<file path="src/rtl/instruction_fetch_pkg.sv">
// instruction_fetch_pkg
// Shared definitions for the fetch stage: default reset vector, the NOP
// encoding shown on the outputs out of reset, and the fetch FSM encodings.
package instruction_fetch_pkg;

  localparam logic [31:0] IF_RESET_VECTOR = 32'h0000_0000;
  localparam logic [31:0] IF_NOP          = 32'h0000_0013;

  typedef enum logic [1:0] {
    S_BOOT = 2'd0,
    S_RUN  = 2'd1,
    S_HALT = 2'd2
  } if_state_t;

endpackage

</file>
<file path="src/rtl/instruction_fetch_skid_buffer.sv">
// fetch_skid_buffer
// Two-entry {instr, pc} FIFO between the instruction memory response and
// decode. Entry 0 is always the head. Flush empties the buffer and takes
// priority over push; a pop in the same cycle as a flush is harmless.
// Ports:
//   clk, reset          clock, async active-high reset
//   push, pushInstr/Pc  write a returned instruction with its PC
//   pop                 head entry consumed this cycle
//   flush               discard all entries
//   headInstr/headPc    head entry (NOP / 0 out of reset)
//   count               number of valid entries (0..2)
module fetch_skid_buffer
  import instruction_fetch_pkg::*;
#(
  parameter int DWIDTH = 32
) (
  input  logic              clk,
  input  logic              reset,
  input  logic              push,
  input  logic [DWIDTH-1:0] pushInstr,
  input  logic [DWIDTH-1:0] pushPc,
  input  logic              pop,
  input  logic              flush,
  output logic [DWIDTH-1:0] headInstr,
  output logic [DWIDTH-1:0] headPc,
  output logic [1:0]        count
);

  logic [DWIDTH-1:0] instr0, pc0, instr1, pc1;

  always_ff @(posedge clk or posedge reset) begin
    if (reset) begin
      count  <= 2'd0;
      instr0 <= DWIDTH'(IF_NOP);
      pc0    <= '0;
      instr1 <= DWIDTH'(IF_NOP);
      pc1    <= '0;
    end else if (flush) begin
      count <= 2'd0;
    end else begin
      if (pop && count == 2'd2) begin
        instr0 <= instr1;
        pc0    <= pc1;
      end
      if (push) begin
        // New data lands in whichever slot becomes the tail after the pop.
        if (count == 2'd0 || (count == 2'd1 && pop)) begin
          instr0 <= pushInstr;
          pc0    <= pushPc;
        end else begin
          instr1 <= pushInstr;
          pc1    <= pushPc;
        end
      end
      count <= count + {1'b0, push} - {1'b0, pop};
    end
  end

  assign headInstr = instr0;
  assign headPc    = pc0;

endmodule

</file>
<file path="src/rtl/instruction_fetch.sv">
// instruction_fetch
// Owns the PC, drives the instruction memory word address, tracks the single
// synchronous read in flight and hands {instr, pc} pairs to decode through a
// 2-entry skid buffer. Redirects flush the buffer and squash the in-flight read.
// Optional feature macro: IF_PERF_CNT_EN adds perfFetched / perfFlushed.
// Ports:
//   clk, reset                 clock, async active-high reset
//   fetchEnable                allow new fetches
//   memAddr / memData          word address out, instruction back one cycle later
//   redirectValid/redirectPc   branch/jump target (byte address, low bits ignored)
//   outValid/outReady          handshake to decode
//   outInstr/outPc             head instruction and its byte address
//   perfFetched/perfFlushed    (IF_PERF_CNT_EN) transfer and discard counters
module instruction_fetch
  import instruction_fetch_pkg::*;
#(
  parameter int                DWIDTH       = 32,
  parameter logic [DWIDTH-1:0] RESET_VECTOR = DWIDTH'(IF_RESET_VECTOR)
) (
  input  logic              clk,
  input  logic              reset,
  input  logic              fetchEnable,
  output logic [DWIDTH-1:0] memAddr,
  input  logic [DWIDTH-1:0] memData,
  input  logic              redirectValid,
  input  logic [DWIDTH-1:0] redirectPc,
  output logic              outValid,
  input  logic              outReady,
  output logic [DWIDTH-1:0] outInstr,
  output logic [DWIDTH-1:0] outPc
`ifdef IF_PERF_CNT_EN
  ,
  output logic [31:0]       perfFetched,
  output logic [31:0]       perfFlushed
`endif
);

  if_state_t         state, nextState;
  logic [DWIDTH-1:0] pc, inflightPc, target, fetchPc;
  logic              inflight, issue, pop, push;
  logic [1:0]        bufCount;

  assign target = redirectPc & ~DWIDTH'(3);
  assign pop    = outValid && outReady;
  // A redirect squashes the read issued last cycle.
  assign push   = inflight && !redirectValid;

  always_ff @(posedge clk or posedge reset) begin
    if (reset) state <= S_BOOT;
    else       state <= nextState;
  end

  always_comb begin
    nextState = state;
    issue     = 1'b0;
    fetchPc   = redirectValid ? target : pc;
    case (state)
      S_BOOT: nextState = S_RUN;
      S_RUN: begin
        if (!fetchEnable)
          nextState = S_HALT;
        else if (redirectValid)
          issue = 1'b1;
        // Occupancy after this cycle's pop must leave room for the new read.
        else if (({1'b0, bufCount} + {2'b00, inflight} - {2'b00, pop}) < 3'd2)
          issue = 1'b1;
      end
      S_HALT: if (fetchEnable) nextState = S_RUN;
      default: nextState = S_BOOT;
    endcase
    memAddr = fetchPc >> 2;
  end

  always_ff @(posedge clk or posedge reset) begin
    if (reset) begin
      pc         <= RESET_VECTOR;
      inflight   <= 1'b0;
      inflightPc <= '0;
    end else if (issue) begin
      pc         <= fetchPc + DWIDTH'(4);
      inflight   <= 1'b1;
      inflightPc <= fetchPc;
    end else begin
      inflight <= 1'b0;
      if (redirectValid) pc <= target;
    end
  end

  fetch_skid_buffer #(.DWIDTH(DWIDTH)) u_skid (
    .clk       (clk),
    .reset     (reset),
    .push      (push),
    .pushInstr (memData),
    .pushPc    (inflightPc),
    .pop       (pop),
    .flush     (redirectValid),
    .headInstr (outInstr),
    .headPc    (outPc),
    .count     (bufCount)
  );

  assign outValid = (bufCount != 2'd0);

`ifdef IF_PERF_CNT_EN
  always_ff @(posedge clk or posedge reset) begin
    if (reset) begin
      perfFetched <= '0;
      perfFlushed <= '0;
    end else begin
      if (pop) perfFetched <= perfFetched + 32'd1;
      if (redirectValid) perfFlushed <= perfFlushed + 32'(bufCount) + 32'(inflight);
    end
  end
`else
  // Performance counters not built.
`endif

endmodule

</file>
<file path="config.mk">
export PLATFORM = sky130hd
export DESIGN_NAME = instruction_fetch
export DESIGN_NICKNAME = d
export VERILOG_FILES = /design/src/rtl/instruction_fetch_pkg.sv /design/src/rtl/instruction_fetch_skid_buffer.sv /design/src/rtl/instruction_fetch.sv
export SDC_FILE = /design/constraint.sdc
export NUM_CORES = 1
export LEC_CHECK = 0
export BUFFER_PORTS_ARGS = -buffer_cell sky130_fd_sc_hd__clkbuf_2
export CORE_ASPECT_RATIO = 0.75
export CORE_UTILIZATION = 29
export CTS_BUF_LIST = sky130_fd_sc_hd__clkbuf_16
export CTS_CLUSTER_SIZE = 12
export DETAILED_ROUTE_END_ITERATION = 7
export HOLD_SLACK_MARGIN = 0.05
export PLACE_DENSITY_LB_ADDON = 0.15
export SLEW_MARGIN = 20
export SYNTH_ARGS = -nofsm -noshare
export SYNTH_HDL_FRONTEND = slang
export SYNTH_HIERARCHICAL = 1
export SYNTH_SLANG_ARGS = --single-unit
export TNS_END_PERCENT = 5
</file>
<file path="constraint.sdc">
create_clock -name clk -period 5.4 [get_ports clk]
set_clock_uncertainty 0.2 [all_clocks]
set_input_delay 0.27 -clock clk [delete_from_list [all_inputs] [get_ports clk]]
set_output_delay 0.27 -clock clk [all_outputs]
set_load 0.02 [all_outputs]
</file>
==> run metrics <==
run status=complete, no violations; async set-reset flop share out of synthesis=100%; worst slack after detailed placement=1990 ps; Setup TNS Final=0 ps; post-layout net count=980; 1st-iter DRT viols=around 320; crit path DAT=3620 ps; min cycle time layout=roughly 3400 ps; Total Power Consumption=around 5.7 mW; total grt overflow=0; post-synthesis sequential element count=between 150 and 200; count of nets left with antenna violations after detail routing=0; port buffer count=approximately 160; count of H-tree levels built during CTS=4; setup bufs post-CTS=0; clock tree root buffer cell=sky130_fd_sc_hd__clkbuf_16; aggregate routed wire length=between 20 and 25 mm; post-route DRC violation count=0; unrepaired setup endpoints after global routing=false; Synth Instances=733; power density normalized to cell area=about 500 mW/mm^2; largest fanout on the critical path=11; number of I/O pins=166; standby leakage power=roughly 5.3 nW; part of the Yosys area used for sequential elements=53.0%; top_reg_cell synth=sky130_fd_sc_hd__dfrtp_1; die outline width=209 um; maximum ir drop on the vdd rail=around 0.23 mV; routability-driven placement congestion ratio=roughly 0.75; number of distinct standard cells referenced by the synthesized netlist=52; Setup violations, final=0; flop2flop setup slack=about 2000 ps; slew at the pin closest to its max-slew limit=roughly 1000 ps; post-detailed-route via-to-cell ratio=between 4 and 5; via count=just over 6000; Max Buffers Root-to-Sink=2; average detailed-routed wire length per instance=~18 um; latest clock arrival within the worst-skew pair=460 ps; number of warning messages in the yosys log=6; hold violation count in the final report=0; fraction of layout instances using a drive strength above 1=around two fifths; largest area contributor in the synthesized netlist=sky130_fd_sc_hd__dfrtp_1; dpl cell area=0.0102 mm^2; count of standard-cell rows=between 50 and 60; critical path's largest stage delay=roughly 450 ps; pin count of the biggest net entering global routing=85; count of flip-flops with a built-in enable after synthesis=0; Global Route Usage Sum=15.5%; biggest area contributors in the synthesized netlist=sky130_fd_sc_hd__dfrtp_1 (51%), sky130_fd_sc_hd__mux2_4 (9.7%), sky130_fd_sc_hd__o221a_2 (7.7%); CTS tree=yes; mean cell area of the mapped netlist=12.7 um^2; ordered cell list for the critical path=inv_1, nand2_1, and2_1, ha_1, nor2b_1, fa_1, nand2b_1, o211ai_4, inv_2, nand3_2, nor4_2, xnor2_1; number of detailed-route iterations in the first pass=4; number of CTS-inserted buffers=17; type of element capturing the critical path=flop; required time reported for the critical path endpoint=around 5600 ps; class of the tightest hold or removal check=in -> reg; global-route wire length before repair=between 30 and 40 mm; peak clock frequency supported by timing=290 MHz; number of clock sinks=197; Final Instance Area=approximately 0.011 mm^2; Maximum Capacitance Violations=0; area inside the core boundary=around 0.031 mm^2; starting utilization of the core area=roughly 30%; relative slew slack=about 33%; clock-pin slew reported for the worst setup and hold paths after clock tree synthesis=roughly 80 ps; Area growth, synth to finish=21.8%; cell at the slowest stage of the critical path=sky130_fd_sc_hd__dfrtp_1; vias in the first global route=between 6000 and 7000; DIE HEIGHT=approximately 160 um; number of antenna violations at the first check in global routing=1; Setup Crit Path Kind=reg -> reg; DIE AREA=0.0328 mm^2; portion of synthesized cell area occupied by the leading cell type=between 50% and 60%; period utilization=a little under two thirds; final setup margin=roughly 2000 ps; post-layout utilization of the core=a little over a third; Final HPWL DP=~15 mm; Critical Path Start Type=flop; Post-Synthesis Cell Area=0.00931 mm^2; post_cts resized=0; post-cts hold buffer count=between 50 and 60; Slew Viols, Final=0
final cells by class:
class / instances / area, um^2
antenna: 2 / 5.00
clock buffer: 17 / 425
clock inverter: 15 / 161
fill: 3156 / 20000
inverter: 39 / 151
multi-input combinational: 426 / 3730
sequential: 197 / 4940
tap: 406 / 508
timing repair buffer: 225 / 1430
sequential cells by signal, summed over array words and instances (netlist names):
| register | flops |
|---|---|
| u_skid/count | 2 |
| inflight | 1 |
| u_skid/pc1 | 32 |
| u_skid/instr1 | 32 |
| u_skid/headInstr | 32 |
| inflightPc | 32 |
| state | 2 |
| u_skid/headPc | 32 |
| pc | 32 |
stage by stage:
stage                     hold slack, ps  cells
after floorplan                      136    734
after global placement               265   1237
after detailed placement             264   1237
after CTS                           56.1   1325
after global routing                65.7   1326
final                               75.1   1327
cells in the final DEF (no fill, tap or decap), types with 5 or more instances in the layout:
cell / instances
sky130_fd_sc_hd__buf_4: 8
sky130_fd_sc_hd__dfrtp_1: 191
sky130_fd_sc_hd__mux2_4: 60
sky130_fd_sc_hd__clkbuf_2: 160
sky130_fd_sc_hd__nand2b_1: 67
sky130_fd_sc_hd__o221a_2: 64
sky130_fd_sc_hd__clkbuf_16: 17
sky130_fd_sc_hd__inv_6: 7
sky130_fd_sc_hd__nor2_1: 8
sky130_fd_sc_hd__dlygate4sd3_1: 56
sky130_fd_sc_hd__nand4_1: 5
sky130_fd_sc_hd__mux2_2: 6
sky130_fd_sc_hd__nand3_1: 8
sky130_fd_sc_hd__inv_1: 36
sky130_fd_sc_hd__nor4_2: 7
sky130_fd_sc_hd__nor2b_1: 5
sky130_fd_sc_hd__nor3_1: 7
sky130_fd_sc_hd__o21ai_0: 34
sky130_fd_sc_hd__dfstp_2: 6
sky130_fd_sc_hd__nand2_1: 50
sky130_fd_sc_hd__mux2i_1: 29
sky130_fd_sc_hd__xnor2_1: 31
power breakdown:
group          switching [mW]  leakage [nW]  internal (mW)
combinational            1.03          2.59          0.939
clock                   0.647         0.290          0.660
sequential              0.342          2.42           2.07
total                    2.02          5.30           3.67
worst max-delay path: cells and delay by family, from the launching register on:
kind	cells	cell delay, ps
adder cells (fa/ha/maj)	2	720
flip-flops	1	450
XOR/XNOR	1	160
buffers and inverters	2	350
AO/OA/AOI/OAI	1	100
AND/OR/NAND/NOR	6	1380
cell usage after synthesis, types with 3 or more instances:
library cell               number
sky130_fd_sc_hd__dfrtp_1      191
sky130_fd_sc_hd__nand2b_1      67
sky130_fd_sc_hd__o221a_2       64
sky130_fd_sc_hd__mux2_4        60
sky130_fd_sc_hd__nand2_1       50
sky130_fd_sc_hd__inv_1         38
sky130_fd_sc_hd__buf_4         34
sky130_fd_sc_hd__o21ai_0       34
sky130_fd_sc_hd__xnor2_1       31
sky130_fd_sc_hd__mux2i_1       29
sky130_fd_sc_hd__buf_6         16
sky130_fd_sc_hd__clkbuf_1      12
sky130_fd_sc_hd__nand3_1        9
sky130_fd_sc_hd__nor2_1         8
sky130_fd_sc_hd__nor3_1         7
sky130_fd_sc_hd__nor4_2         7
sky130_fd_sc_hd__buf_1          6
sky130_fd_sc_hd__dfstp_2        6
sky130_fd_sc_hd__mux2_2         6
sky130_fd_sc_hd__nand4_1        5
sky130_fd_sc_hd__nor2b_1        5
sky130_fd_sc_hd__ha_1           4
sky130_fd_sc_hd__buf_2          3
sky130_fd_sc_hd__nand3_2        3
sky130_fd_sc_hd__nand3b_1       3
kinds of logic (layout without fill, tap and decap cells):
family                   count (synthesis)  after routing  share of synthesized area [%]
multiplexers                            95             95                           13.5
adder cells (fa/ha/maj)                  5              5                          0.753
buffers and inverters                  111            296                           7.30
AND/OR/NAND/NOR                        178            178                           11.3
XOR/XNOR                                33             33                           3.11
flip-flops                             197            197                           53.0
other                                    1              4                         0.0403
AO/OA/AOI/OAI                          113            113                           10.9
per-layer routing:
metal,vias up,part of all wire [%],global-route usage [%]
met5,-,0,0
met4,0,1.1,4.52
met3,18,4.4,4.01
met2,120,43,22.9
met1,3093,52,22.1
li1,2906,-,-
final timing paths:
kind                                         from                end  cells past startpoint
worst max-delay path              u_skid/count[1]             pc[25]                     12
worst min-delay path                redirectPc[6]              pc[6]                      3
worst max register to register    u_skid/count[1]             pc[25]                     12
worst min register to register  u_skid/instr1[31]  u_skid/instr1[31]                      1
max in group asynchronous                   reset  u_skid/instr1[24]                      4
min in group asynchronous                   reset              pc[1]                      3
(Power assumes the default switching activity.)
